[src/rtl/led_matrix_pkg.sv]
// Shared types and constants for the 8x8 RGB LED matrix scan driver.
// One packed row carries the red, green and blue column bits for a single matrix row.
package led_matrix_pkg;

    localparam int ROWS = 8;
    localparam int COLS = 8;
    localparam logic [ROWS-1:0] ROW_IDLE = 8'hFF;

    typedef struct packed {
        logic [COLS-1:0] r;
        logic [COLS-1:0] g;
        logic [COLS-1:0] b;
    } rgb_row_t;

    // Active-low one-hot select for the given row.
    function automatic logic [ROWS-1:0] row_select(input logic [2:0] idx);
        logic [ROWS-1:0] one_hot;
        one_hot      = '0;
        one_hot[idx] = 1'b1;
        return ~one_hot;
    endfunction

endpackage

[src/rtl/led_matrix_scan_if.sv]
// Row-write and commit bus between a pattern generator (master) and the scan driver (slave).
interface led_matrix_scan_if;
    import led_matrix_pkg::*;

    logic            wr_valid;
    logic            wr_ready;
    logic [2:0]      wr_row;
    logic [COLS-1:0] wr_r;
    logic [COLS-1:0] wr_g;
    logic [COLS-1:0] wr_b;
    logic            commit;
    logic            commit_pending;

    modport master (
        output wr_valid, wr_row, wr_r, wr_g, wr_b, commit,
        input  wr_ready, commit_pending
    );

    modport slave (
        input  wr_valid, wr_row, wr_r, wr_g, wr_b, commit,
        output wr_ready, commit_pending
    );

endinterface

[src/rtl/led_frame_buf.sv]
// Ping-pong frame store: writes land in the back bank, the display reads the front bank.
// A swap flips the roles; neither bank is cleared, so the new back bank keeps the old frame.
module led_frame_buf
    import led_matrix_pkg::*;
(
    input  logic       clk,
    input  logic       rst,
    input  logic       wr_en,
    input  logic [2:0] wr_row,
    input  rgb_row_t   wr_data,
    input  logic       swap,
    input  logic [2:0] rd_row,
    output rgb_row_t   rd_data
);

    rgb_row_t bank [2][ROWS];
    logic     front_sel;

    // A write and a swap on the same edge put the written row into the new front frame.
    always_ff @(posedge clk) begin
        if (rst) begin
            front_sel <= 1'b0;
            for (int b = 0; b < 2; b++) begin
                for (int i = 0; i < ROWS; i++) begin
                    bank[b][i] <= '0;
                end
            end
        end else begin
            if (wr_en) begin
                bank[~front_sel][wr_row] <= wr_data;
            end
            if (swap) begin
                front_sel <= ~front_sel;
            end
        end
    end

    assign rd_data = bank[front_sel][rd_row];

endmodule

[src/rtl/led_matrix_scan.sv]
// Row-multiplexed scan driver for the 8x8 RGB matrix: slot counter, row counter,
// frame-boundary commit handling and registered pin drive with per-slot blanking.
module led_matrix_scan
    import led_matrix_pkg::*;
#(
    parameter int SCAN_DIV = 50,
    parameter int BLANK    = 2
) (
    input  logic                    clk,
    input  logic                    rst,
    led_matrix_scan_if.slave        wr_bus,
    output logic                    frame_start,
    output logic [ROWS-1:0]         led_row,
    output logic [COLS-1:0]         led_col_r,
    output logic [COLS-1:0]         led_col_g,
    output logic [COLS-1:0]         led_col_b
);

    localparam int CNT_W = (SCAN_DIV > 1) ? $clog2(SCAN_DIV) : 1;
    localparam logic [CNT_W-1:0] CNT_LAST  = CNT_W'(SCAN_DIV - 1);
    localparam logic [CNT_W-1:0] CNT_BLANK = CNT_W'(BLANK);

    logic [CNT_W-1:0] cnt;
    logic [2:0]       row_idx;
    logic             commit_pending;
    logic             row_end;
    logic             frame_end;
    logic             wr_en;
    logic             swap;
    rgb_row_t         wr_data;
    rgb_row_t         front_row;

    assign row_end   = (cnt == CNT_LAST);
    assign frame_end = row_end && (row_idx == 3'(ROWS - 1));
    assign wr_en     = wr_bus.wr_valid && !commit_pending;
    assign swap      = frame_end && (commit_pending || wr_bus.commit);
    assign wr_data   = {wr_bus.wr_r, wr_bus.wr_g, wr_bus.wr_b};

    assign wr_bus.wr_ready       = ~commit_pending;
    assign wr_bus.commit_pending = commit_pending;

    led_frame_buf u_frame_buf (
        .clk     (clk),
        .rst     (rst),
        .wr_en   (wr_en),
        .wr_row  (wr_bus.wr_row),
        .wr_data (wr_data),
        .swap    (swap),
        .rd_row  (row_idx),
        .rd_data (front_row)
    );

    // Outputs decode the pre-edge counters, so the pins trail the scan counter by one cycle.
    always_ff @(posedge clk) begin
        if (rst) begin
            cnt            <= '0;
            row_idx        <= '0;
            commit_pending <= 1'b0;
            frame_start    <= 1'b0;
            led_row        <= ROW_IDLE;
            led_col_r      <= '0;
            led_col_g      <= '0;
            led_col_b      <= '0;
        end else begin
            cnt <= row_end ? '0 : cnt + 1'b1;
            if (row_end) begin
                row_idx <= row_idx + 3'd1;
            end

            if (swap) begin
                commit_pending <= 1'b0;
            end else if (wr_bus.commit) begin
                commit_pending <= 1'b1;
            end

            frame_start <= frame_end;

            if (cnt < CNT_BLANK) begin
                led_row   <= ROW_IDLE;
                led_col_r <= '0;
                led_col_g <= '0;
                led_col_b <= '0;
            end else begin
                led_row   <= row_select(row_idx);
                led_col_r <= front_row.r;
                led_col_g <= front_row.g;
                led_col_b <= front_row.b;
            end
        end
    end

endmodule

[src/flat_wrapper.sv]
// flat-port wrapper written by rule: the top's interface ports become plain ports
module led_matrix_scan_flat import led_matrix_pkg::*;
#(
    parameter int SCAN_DIV = 50,
    parameter int BLANK    = 2
)
  (clk, rst, frame_start, led_row, led_col_r, led_col_g, led_col_b, wr_bus_wr_valid, wr_bus_wr_row, wr_bus_wr_r, wr_bus_wr_g, wr_bus_wr_b, wr_bus_commit, wr_bus_wr_ready, wr_bus_commit_pending);
  led_matrix_scan_if wr_bus_i ();
  input  logic clk;
  input  logic rst;
  output logic frame_start;
  output logic [ROWS-1:0] led_row;
  output logic [COLS-1:0] led_col_r;
  output logic [COLS-1:0] led_col_g;
  output logic [COLS-1:0] led_col_b;
  input wire logic [$bits(wr_bus_i.wr_valid)-1:0] wr_bus_wr_valid;
  input wire logic [$bits(wr_bus_i.wr_row)-1:0] wr_bus_wr_row;
  input wire logic [$bits(wr_bus_i.wr_r)-1:0] wr_bus_wr_r;
  input wire logic [$bits(wr_bus_i.wr_g)-1:0] wr_bus_wr_g;
  input wire logic [$bits(wr_bus_i.wr_b)-1:0] wr_bus_wr_b;
  input wire logic [$bits(wr_bus_i.commit)-1:0] wr_bus_commit;
  output wire logic [$bits(wr_bus_i.wr_ready)-1:0] wr_bus_wr_ready;
  output wire logic [$bits(wr_bus_i.commit_pending)-1:0] wr_bus_commit_pending;
  assign wr_bus_i.wr_valid = wr_bus_wr_valid;
  assign wr_bus_i.wr_row = wr_bus_wr_row;
  assign wr_bus_i.wr_r = wr_bus_wr_r;
  assign wr_bus_i.wr_g = wr_bus_wr_g;
  assign wr_bus_i.wr_b = wr_bus_wr_b;
  assign wr_bus_i.commit = wr_bus_commit;
  assign wr_bus_wr_ready = wr_bus_i.wr_ready;
  assign wr_bus_commit_pending = wr_bus_i.commit_pending;
  led_matrix_scan #(.SCAN_DIV(SCAN_DIV), .BLANK(BLANK)) u_core (.clk(clk), .rst(rst), .wr_bus(wr_bus_i), .frame_start(frame_start), .led_row(led_row), .led_col_r(led_col_r), .led_col_g(led_col_g), .led_col_b(led_col_b));
endmodule
[config.mk]
export PLATFORM = sky130hd
export DESIGN_NAME = led_matrix_scan_flat
export DESIGN_NICKNAME = d
export VERILOG_FILES = /design/src/rtl/led_matrix_pkg.sv /design/src/rtl/led_matrix_scan_if.sv /design/src/rtl/led_frame_buf.sv /design/src/rtl/led_matrix_scan.sv /design/src/flat_wrapper.sv
export SDC_FILE = /design/constraint.sdc
export NUM_CORES = 1
export LEC_CHECK = 0
export CORE_MARGIN = 2
export CORE_UTILIZATION = 53
export DETAILED_ROUTE_END_ITERATION = 10
export PLACE_DENSITY = 0.71
export SLEW_MARGIN = 20
export SYNTH_ARGS = -nofsm -noshare
export SYNTH_HDL_FRONTEND = slang
export SYNTH_SLANG_ARGS = --single-unit
export TNS_END_PERCENT = 20
[constraint.sdc]
create_clock -name clk -period 5.1 [get_ports clk]
set_input_delay 1.02 -clock clk [delete_from_list [all_inputs] [get_ports clk]]
set_output_delay 1.02 -clock clk [all_outputs]
set_load 0.05 [all_outputs]
==> results.ini <==
[timing]
finalSetupViolCount=0
final_max_slew_viol_count=0
rsz0062_at_grt=no
finClkSkew_ns=0.0116
fin_setup_tns_ns=0
fmax_ghz=0.291
period_needed_ns=3.44
number_of_hold_violations_in_the_final_report=0
worst_max_slew_pin_slew_ns=1.13
period_share_pct=67.4
slew-limit-headroom_pct=24.3

[yosys]
synth-simple-area-share_pct=9.32
netlist-cell-type-count=41
synth_largest_type_area_fraction_pct=65.9
synth_fp_nets=1052
compound_gate_fraction_of_synth_area_pct=1.75
yosys_warnings=0
yosys_register_bits=429
synth_xor_area_share_pct=0.150
synthesis.area_um2=17500
synth.top_cells.by_area=edfxtp_1 (66%), mux4_2 (12%), and2_1 (5.1%), dfxtp_1 (5.1%), mux2i_1 (2.7%)
synth_area_per_cell_um2=17.2
sequential_share_of_the_synthesized_area_pct=71.0
post_synth_mux_area_share_pct=15.2
combinational_family_with_the_most_area_after_synthesis=multiplexers
synth_adder_area_share_pct=0.286
syn_inst=1017
synthDominantAreaCellType=edfxtp_1

[clock_tree]
tritoncts=done
post_cts_resized=0
cts_max_level=2
worstSkewPairLatency_ns=0.54
cts_hold_buffers=0
clk_transition_reported_paths_ns=0.06
clk_path_buf_depth=3
tritoncts_num_sinks=429
post-cts-setup-buffers=0
root_buffer=clkbuf_16
cts-buffers-inserted=43

[placed_design]
globalplace.congestion=0.818
detailed_place_hpwl_mm=23.9
port_bufs=65
placed_cells=1486

[global_route]
gr-usage-all-layers_pct=24.5
number_of_antenna_violations_at_the_first_check_in_global_routing=0
grt_pass1_wl_mm=60.1
grt_pass1_vias=9464
largest_net_degree_at_the_start_of_global_routing=65
grt_overflow=0

[layout]
insertedDiodeCount=0
post_route_cells_drive_above_1_share_pct=18.1
final_net_count=1124
layoutNonFillerInstCount=1564
area_delta_synth_final_pct=14.5

[detailed_routing]
drc=0
vias=9333
wl_mm=40.6
viasPerCell=5.97
detailedRoute.firstPassIterationCount=6
route.antenna.remaining_nets=0
initialDrtViolationCount=1173
routedWlPerCell_um=25.9

[floorplanning]
die_width_um=186
initial_utilization_pct=53.8
top_level_ports=66
number_of_core_rows=66
core_region_area_um2=32500
die_height_um=186
die_area_um2=34500

[pwr]
net-switching-power_mw=1.54
seq_power_share_pct=54.8
power_leakage_nw=6.92
max-vdd-ir-drop_uv=261
power_density_over_the_cells_nw_per_um2=366
power.internal_mw=5.80
comb_power_share_pct=4.4
switching_share_pct=21.0
clockPowerShare_pct=40.7

[setup_path]
critical_path_required_ns=5.24
crit_path_max_fanout=30
critical_path_class=input pin to flip-flop
timing.critical_path.to_type=flip-flop
worst-r2r-setup-slack_ns=2.32
worst_ep_arrival_time_ns=3.58
worst_setup_path_start_kind=input pin

[outcome]
outcome=finished clean

[run]
max_cap_violations=0

[worst_hold_path]
hold_class=flip-flop to flip-flop

==> Yosys cell counts <==
cell,count
edfxtp_1,384
and2_1,144
mux4_2,96
nor2_1,82
mux2i_1,48
dfxtp_1,45
clkbuf_1,32
nand2_1,32
inv_1,27
o22ai_1,24
buf_2,10
buf_1,9
or2_2,9
nand2b_1,7
nand3_1,7
a21oi_1,6
o21ai_0,6
buf_4,5
buf_6,4
ha_1,4
nor3_2,4
or3_1,4
a211o_1,2
a21bo_2,2
a21o_1,2
mux2_2,2
nand3b_1,2
nor3b_1,2
o211a_1,2
or3b_4,2
xor2_1,2
a211oi_1,1
clkinv_1,1
nor2b_1,1
nor3_1,1
nor4_4,1
nor4bb_1,1
o2111ai_1,1
o31ai_1,1
or4_1,1
xnor2_1,1
==> path summary, 6_finish.rpt <==
| check | start | to | depth (start not counted) |
|---|---|---|---|
| worst max-delay path | rst | u_core.u_frame_buf.bank[1][67]$_DFFE_PP_ | 5 |
| worst min-delay path | u_core.cnt[0]$_SDFF_PP0_ | u_core.cnt[0]$_SDFF_PP0_ | 1 |
| worst max register to register | u_core.wr_bus.commit_pending$_SDFFE_PP0P_ | u_core.u_frame_buf.bank[1][67]$_DFFE_PP_ | 4 |
| worst min register to register | u_core.cnt[0]$_SDFF_PP0_ | u_core.cnt[0]$_SDFF_PP0_ | 1 |
==> power by group through the flow <==
stage	clock network [mW]	registers, mW	logic (mW)
global route	3.16	4.04	0.343
floorplan	0	4.11	0.138
finish	2.99	4.02	0.326
CTS	3.02	4.02	0.328
global placement	0	4.09	0.323
detailed placement	0	4.10	0.326
==> kinds of logic after synthesis <==
kind of cell | after synthesis
flops | 429
xor+xnor | 3
compound gates | 47
mux | 146
buf+inv | 88
fa+ha+maj | 4
simple gates | 300
==> area by class of cell <==
class | count | area, µm²
clock buffer | 64 | 1200
clock inverter | 14 | 115
fill | 2360 | 12500
inverter | 28 | 105
multi-input combinational | 500 | 4790
sequential | 429 | 12400
tap | 442 | 553
timing repair buffer | 87 | 841
==> through the flow <==
step	utilization, %	hold WS (ns)	power (mW)	cell area [µm²]	setup slack, ns
2_1_floorplan	-	0.433	4.25	17500	1.07
3_3_place_gp	57.6	0.449	4.41	18700	1.21
3_5_place_dp	57.6	0.456	4.42	18700	1.17
4_1_cts	61.6	0.469	7.37	20000	1.73
5_1_grt	61.6	0.489	7.54	20000	1.50
6_report	61.6	0.462	7.34	20000	1.66
==> layout by cell type, fill, tap and decap left out, drive strengths merged, types with 9 or more instances in the layout <==
cell,synthesis,routed
and2,144,144
clkinv,1,12
edfxtp,384,384
clkdlybuf4s50,0,65
buf,28,22
or2,9,9
o22ai,24,24
clkbuf,32,64
nor2,82,82
mux4,96,96
dfxtp,45,45
mux2i,48,48
nand2,32,32
inv,27,27
==> flip-flops by register name, summed over array words and instances, names as in the netlist, named ones only <==
name / cells
u_core.cnt: 6
u_core.frame_start: 1
u_core.led_col_b: 8
u_core.led_col_g: 8
u_core.led_col_r: 8
u_core.led_row: 8
u_core.row_idx: 3
u_core.u_frame_buf.bank: 384
u_core.u_frame_buf.front_sel: 1
u_core.wr_bus.commit_pending: 1
==> metal layers <==
metal / vias up / part of all wire, % / GRT usage [%]
met4: 0 / 3.2 / 8.69
met2: 489 / 50 / 40.7
met3: 83 / 8.4 / 4.07
met5: - / 0 / 0
li1: 4001 / - / -
met1: 4760 / 39 / 33.0
==> worst max-delay path: stages <==
cell,delay (ns)
clkdlybuf4s50_1,0.57
nor3b_2,0.22
buf_4,0.36
nand3b_1,0.38
o21ai_4,1.00
Power figures use the tool's default switching activity.
